**src/rtl/muldiv_unit.sv**
```systemverilog
// muldiv_unit: iterative RV32M multiply/divide unit for the execute stage.
// Multiplies use 32 shift-add steps and divides use 32 restoring
// shift-subtract steps. Both work on operand magnitudes and apply the sign
// in a single FIX cycle.
// Optional macro FAST_MUL_EN: multiplies are computed in one cycle at accept
// and go straight to FIX. Divide timing does not change.
module muldiv_unit #(
    parameter int XLEN       = 32,
    parameter int ITER_CNT_W = 6
) (
    input  logic            clk,
    input  logic            rst_n,
    input  logic            start,
    input  logic            kill,
    input  logic [2:0]      op,
    input  logic [XLEN-1:0] a,
    input  logic [XLEN-1:0] b,
    output logic            busy,
    output logic            done,
    output logic [XLEN-1:0] result
);

    typedef enum logic [1:0] {IDLE, CALC, FIX, DONE} state_t;

    state_t state;
    state_t state_next;

    logic [2:0]            op_q;
    logic [XLEN-1:0]       mag_b_q;
    logic [2*XLEN-1:0]     acc_q;
    logic [ITER_CNT_W-1:0] count_q;
    logic                  neg_q;
    logic                  a_neg_q;
    logic                  raw_q;

    logic                  a_signed;
    logic                  b_signed;
    logic                  a_neg;
    logic                  b_neg;
    logic [XLEN-1:0]       mag_a;
    logic [XLEN-1:0]       mag_b;
    logic                  div_zero;
    logic                  div_ovf;
    logic                  accept;
    logic                  bypass;

    logic [XLEN:0]         mul_sum;
    logic [2*XLEN-1:0]     mul_next;
    logic [XLEN:0]         div_shift;
    logic [XLEN:0]         div_diff;
    logic [2*XLEN-1:0]     div_next;
    logic [2*XLEN-1:0]     prod_fix;
    logic [XLEN-1:0]       quot_fix;
    logic [XLEN-1:0]       rem_fix;
    logic [2*XLEN-1:0]     fixed;
    logic [XLEN-1:0]       fix_value;

`ifdef FAST_MUL_EN
    // The low 64 bits of a product of operands sign-extended to 64 bits are
    // the same as the 33x33 signed product of the extended operands.
    logic [2*XLEN-1:0]     fast_prod;
    assign fast_prod = {{XLEN{a_neg}}, a} * {{XLEN{b_neg}}, b};
`endif

    // Decode operand signedness, magnitudes and the divide special cases at accept.
    always_comb begin
        a_signed = (op == 3'b000) || (op == 3'b001) || (op == 3'b010) ||
                   (op == 3'b100) || (op == 3'b110);
        b_signed = (op == 3'b000) || (op == 3'b001) ||
                   (op == 3'b100) || (op == 3'b110);
        a_neg    = a_signed & a[XLEN-1];
        b_neg    = b_signed & b[XLEN-1];
        mag_a    = a_neg ? -a : a;
        mag_b    = b_neg ? -b : b;
        div_zero = op[2] & (b == '0);
        div_ovf  = op[2] & ~op[0] & (a == {1'b1, {(XLEN-1){1'b0}}}) & (b == '1);
        accept   = start & ~kill & ((state == IDLE) || (state == DONE));
`ifdef FAST_MUL_EN
        bypass   = div_zero | div_ovf | ~op[2];
`else
        bypass   = div_zero | div_ovf;
`endif
    end

    // One shift-add or restoring shift-subtract step, plus the FIX-cycle sign correction.
    always_comb begin
        mul_sum   = {1'b0, acc_q[2*XLEN-1:XLEN]} + (acc_q[0] ? {1'b0, mag_b_q} : '0);
        mul_next  = {mul_sum, acc_q[XLEN-1:1]};
        div_shift = acc_q[2*XLEN-1:XLEN-1];
        div_diff  = div_shift - {1'b0, mag_b_q};
        div_next  = div_diff[XLEN] ? {div_shift[XLEN-1:0], acc_q[XLEN-2:0], 1'b0}
                                   : {div_diff[XLEN-1:0],  acc_q[XLEN-2:0], 1'b1};
        prod_fix  = neg_q ? -acc_q : acc_q;
        quot_fix  = neg_q ? -acc_q[XLEN-1:0] : acc_q[XLEN-1:0];
        rem_fix   = a_neg_q ? -acc_q[2*XLEN-1:XLEN] : acc_q[2*XLEN-1:XLEN];
        fixed     = raw_q ? acc_q : (op_q[2] ? {rem_fix, quot_fix} : prod_fix);
        if (op_q[2])
            fix_value = op_q[1] ? fixed[2*XLEN-1:XLEN] : fixed[XLEN-1:0];
        else
            fix_value = (op_q[1:0] == 2'b00) ? fixed[XLEN-1:0] : fixed[2*XLEN-1:XLEN];
    end

    // State register.
    always_ff @(posedge clk) begin
        if (!rst_n)
            state <= IDLE;
        else
            state <= state_next;
    end

    // Next-state logic. kill overrides everything, including a start in the same cycle.
    always_comb begin
        state_next = state;
        if (kill) begin
            state_next = IDLE;
        end else begin
            case (state)
                IDLE, DONE: begin
                    if (start)
                        state_next = bypass ? FIX : CALC;
                    else
                        state_next = IDLE;
                end
                CALC:    state_next = (count_q == ITER_CNT_W'(XLEN-1)) ? FIX : CALC;
                FIX:     state_next = DONE;
                default: state_next = IDLE;
            endcase
        end
    end

    // Status outputs decoded from the state.
    always_comb begin
        busy = (state == CALC) || (state == FIX);
        done = (state == DONE);
    end

    // Datapath: latch operands at accept, iterate in CALC, and register the result in FIX.
    always_ff @(posedge clk) begin
        if (!rst_n) begin
            op_q    <= '0;
            mag_b_q <= '0;
            acc_q   <= '0;
            count_q <= '0;
            neg_q   <= 1'b0;
            a_neg_q <= 1'b0;
            raw_q   <= 1'b0;
            result  <= '0;
        end else if (accept) begin
            op_q    <= op;
            mag_b_q <= mag_b;
            count_q <= '0;
            neg_q   <= a_neg ^ b_neg;
            a_neg_q <= a_neg;
            raw_q   <= 1'b0;
            if (div_zero) begin
                acc_q <= {a, {XLEN{1'b1}}};
                raw_q <= 1'b1;
            end else if (div_ovf) begin
                acc_q <= {{XLEN{1'b0}}, 1'b1, {(XLEN-1){1'b0}}};
                raw_q <= 1'b1;
`ifdef FAST_MUL_EN
            end else if (!op[2]) begin
                acc_q <= fast_prod;
                raw_q <= 1'b1;
`endif
            end else begin
                acc_q <= {{XLEN{1'b0}}, mag_a};
            end
        end else if (state == CALC && !kill) begin
            count_q <= count_q + 1'b1;
            acc_q   <= op_q[2] ? div_next : mul_next;
        end else if (state == FIX && !kill) begin
            result  <= fix_value;
        end
    end

endmodule

```
**config.mk**
```make
export PLATFORM = sky130hd
export DESIGN_NAME = muldiv_unit
export DESIGN_NICKNAME = d
export VERILOG_FILES = /design/src/rtl/muldiv_unit.sv
export SDC_FILE = /design/constraint.sdc
export NUM_CORES = 1
export LEC_CHECK = 0
export ABC_AREA = 0
export BUFFER_PORTS_ARGS = -buffer_cell sky130_fd_sc_hd__buf_2
export CELL_PAD_IN_SITES_DETAIL_PLACEMENT = 2
export CELL_PAD_IN_SITES_GLOBAL_PLACEMENT = 2
export CORE_UTILIZATION = 34
export CTS_CLUSTER_SIZE = 8
export DETAILED_ROUTE_END_ITERATION = 7
export PLACE_DENSITY_LB_ADDON = 0.1
export SYNTH_ARGS = -nofsm -noshare
export SYNTH_HDL_FRONTEND = slang
export SYNTH_SLANG_ARGS = --single-unit
```
**constraint.sdc**
```tcl
create_clock -name clk -period 3.8 [get_ports clk]
set_input_delay 0.76 -clock clk [delete_from_list [all_inputs] [get_ports clk]]
set_output_delay 0.76 -clock clk [all_outputs]
set_load 0.02 [all_outputs]
```
==> flow_summary_export.csv <==
group,metric,value,unit
clocking,cts_tree,"built",
global_routing,grt_usage,0.316,
setup_path,cp_max_fo,6,
timing,slew_headroom,0.330,
hold_path,worstHoldEndpoint,"result[23]$_SDFFE_PN0P_",
synth,avgSynthCellArea,7.23,µm²
synth,async_flop_share,0,
die,io_pins,105,
routing,routedWlPerCell,25.3,µm
synth,yosysSeqAreaShare,0.211,
die,initial_core_util,0.347,
setup_path,reg2reg_from,"acc_q[33]$_SDFFE_PN0N_",
place,place_area,15100,µm²
synth,yosysWarnings,0,
setup_path,r2r_setup_slack,0.18,ns
cells_and_area,nets,2129,
clocking,clk_pin_slew,0.07,ns
timing,hold_viol,0,
setup_path,required,4.19,ns
cells_and_area,area_delta_synth_final,16.4,%
synth,synth_fa_ha_area_frac,0.0708,
routing,drtAntennaViolNets,0,
power_and_ir_drop,vdd_drop_max,300,µV
setup_path,path_cells,"buf_4 > inv_1 > ha_1 > or3b_4 > or3_4 > nand2b_4 > or3_4 > a21oi_1 > nor3_1 > a2111oi_0 > a21oi_1 > o21ai_1",
hold_path,holdPathStages,2,
synth,synth_area,13500,µm²
synth,synth_top_area_frac,0.211,
clocking,htree_num_levels,4,
timing,finalMaxSlewViolations,0,
global_routing,grt-ovfl-total,0,
synth,ys_seq_elements,142,
synth,synthMuxAreaShare,0.0361,
die,die-area,40400,µm²
setup_path,rr_endpoint,"result[22]$_SDFFE_PN0P_",
synth,syn-num-nets,2010,
synth,yosysMostFrequentCell,"a21oi_1",
synth,synth_top_area_cell,"dfxtp_1",
synth,synth-xor-area-share,0.110,
routing,drt_iter0_markers,804,
routing,vias_per_cell,5.97,
routing,first_pass_iters,4,
cells_and_area,antennaDiodeCount,0,
die,coreArea,38800,µm²
place,io_buffers,104,
timing,fin_crit,3.62,ns
clocking,clockRootBuffer,"clkbuf_16",
place,dp_hpwl,50500,µm
timing,worstMarginPinSlew,0.994,ns
timing,min_period_over_period,0.953,
synth,ys_top_cells_by_area,"dfxtp_1 (21%), a21oi_1 (8.4%), ha_1 (6.8%)",
global_routing,grt_pass1_wl,98000,µm
power_and_ir_drop,p_leak,0.00649,µW
synth,ys.flop_type,"dfxtp_1",
synth,synth-simple-area-share,0.218,
clocking,clock_sinks,142,
routing,num_vias,15000,
clocking,insertion_delay,0.46,ns
timing,clock_skew,0.0148,ns
power_and_ir_drop,finalPower,5670,µW
cells_and_area,num-fill-cells,4603,
cells_and_area,drive_above_1_share,0.154,
setup_path,cp-end-kind,"flop",
clocking,post_cts_resize_count,2,
hold_path,min-delay-start,"result[23]$_SDFFE_PN0P_",
die,die_h,201,µm
timing,final.setup.tns,0,ns
synth,synth_top_family_by_area,"compound AO/OA/AOI/OAI gates",
setup_path,setup.worst_path.start_class,"flop",
setup_path,r2r_cells,12,
clocking,post_cts_buffers,0,
global_routing,grt_max_degree,64,
setup_path,cp_data_arrival_time,4.01,ns
setup_path,crit_path_top_delay_cell,"a2111oi_0",
clocking,cts_buffers,17,
die,fp-row-count,72,
place,place_congestion,0.905,
setup_path,slowest_delay,0.73,ns
timing,fin_ws,0.180,ns
synth,yosysUniqueCellTypes,88,
cells_and_area,fin_area,15700,µm²
timing,fmax,276,MHz
synth,synth_edf_count,0,
routing,remaining_drc_errors,0,
global_routing,antenna_found_initial,0,
clocking,clockBufferDepth,2,
global_routing,grt_pass1_vias,16028,
hold_path,hold_path.class,"flop to flop",
clocking,cts_hold_buf,0,
flow_run,cap_violations,0,
outcome,status,"completed",
synth,synth_cells,1864,
place,preCtsSetupSlack,0.0105,ns
routing,wl,63700,µm
setup_path,critPathKind,"flop to flop",
synth,synth_compound_area_frac,0.300,
power_and_ir_drop,p_per_area,362,nW/µm²
timing,setup-violations-final,0,
die,dieWidth,201,µm
synth,netlist_top_cells_count,"a21oi_1 (227), nor2_1 (185), nand2_1 (168)",
-- layout by cell type, fill, tap and decap left out, types with 14 or more instances in the layout --
| master | count |
|---|---|
| a21oi_1 | 225 |
| a211oi_1 | 41 |
| mux2i_1 | 34 |
| xor2_1 | 78 |
| nor2_1 | 183 |
| ha_1 | 73 |
| o211ai_1 | 14 |
| o21ai_0 | 139 |
| nand3_1 | 45 |
| nor3_1 | 45 |
| nand2b_1 | 16 |
| nand2_1 | 168 |
| dfxtp_1 | 141 |
| o221ai_1 | 24 |
| a21o_1 | 33 |
| inv_1 | 66 |
| or3_1 | 17 |
| nor4_1 | 16 |
| clkbuf_16 | 17 |
| buf_2 | 104 |
| o31ai_1 | 23 |
| a221oi_1 | 25 |
| xnor2_1 | 89 |
| a31oi_1 | 31 |
| and3_1 | 14 |
| nand4_1 | 20 |
| buf_4 | 109 |
-- critical path: cells and delay by family (launching register included) --
kind / cells / cell delay, ns
DFF: 1 / 0.33
and+or+nand+nor: 5 / 1.47
buffers and inverters: 2 / 0.26
AOI/OAI and AO/OA: 4 / 1.32
adders and majority gates: 1 / 0.16
-- worst max path at each step --
| stage | start | endpoint | slack, ns |
|---|---|---|---|
| after floorplan | acc_q[0]$_SDFFE_PN0N_ | acc_q[60]$_SDFFE_PN0N_ | 0.46 |
| after global placement | b[1] | acc_q[9]$_SDFFE_PN0N_ | 0.12 |
| after detailed placement | b[1] | acc_q[9]$_SDFFE_PN0N_ | 0.01 |
| after CTS | acc_q[0]$_SDFFE_PN0N_ | acc_q[60]$_SDFFE_PN0N_ | 0.03 |
| after global routing | acc_q[0]$_SDFFE_PN0N_ | acc_q[63]$_SDFFE_PN0N_ | -0.002 |
| final | acc_q[33]$_SDFFE_PN0N_ | result[22]$_SDFFE_PN0P_ | 0.18 |
-- flip-flops by register name, summed over array words and instances (netlist names) --
name	count
mag_b_q	32
a_neg_q	1
count_q	6
state	2
acc_q	64
raw_q	1
result	32
neg_q	1
op_q	3
-- metal layers --
| layer | share of wire | global-route usage | up-vias |
|---|---|---|---|
| met5 | 0 | 0 | - |
| met4 | 0.035 | 0.119 | 0 |
| met3 | 0.029 | 0.0381 | 91 |
| met2 | 0.48 | 0.544 | 282 |
| met1 | 0.45 | 0.402 | 7568 |
| li1 | - | - | 7059 |
-- kinds of logic after synthesis --
kind of cell,count (synthesis)
compound gates,644
buf+inv,186
flops,142
xor+xnor,168
mux,47
fa+ha+maj,75
simple gates,602
-- where the power goes --
| part | leakage (µW) | internal (µW) | total (µW) | switching, µW |
|---|---|---|---|---|
| clock network | 0.000279 | 1000 | 1770 | 765 |
| registers | 0.00116 | 1560 | 1670 | 105 |
| logic | 0.00505 | 840 | 2230 | 1390 |
| total | 0.00649 | 3410 | 5670 | 2260 |
-- stage by stage --
stage          hold slack, ns   util  cells
2_1_floorplan           0.432      -   1864
3_3_place_gp            0.429  0.388   2482
3_5_place_dp            0.443  0.388   2482
4_1_cts                 0.453  0.404   2514
5_1_grt                 0.489  0.404   2514
6_report                0.446  0.404   2514
-- final cells by class --
type                    count  area (µm²)  share of cell area
clock buffers              20         457              0.0291
clock inverters            12         135             0.00861
inverters                  69         259              0.0165
multi-input cells        1536        9920               0.633
flip-flops and latches    142        2850               0.181
well taps                 518         648              0.0413
repair buffers            217        1420              0.0905
Note: power is estimated with default switching activity, not from simulation.
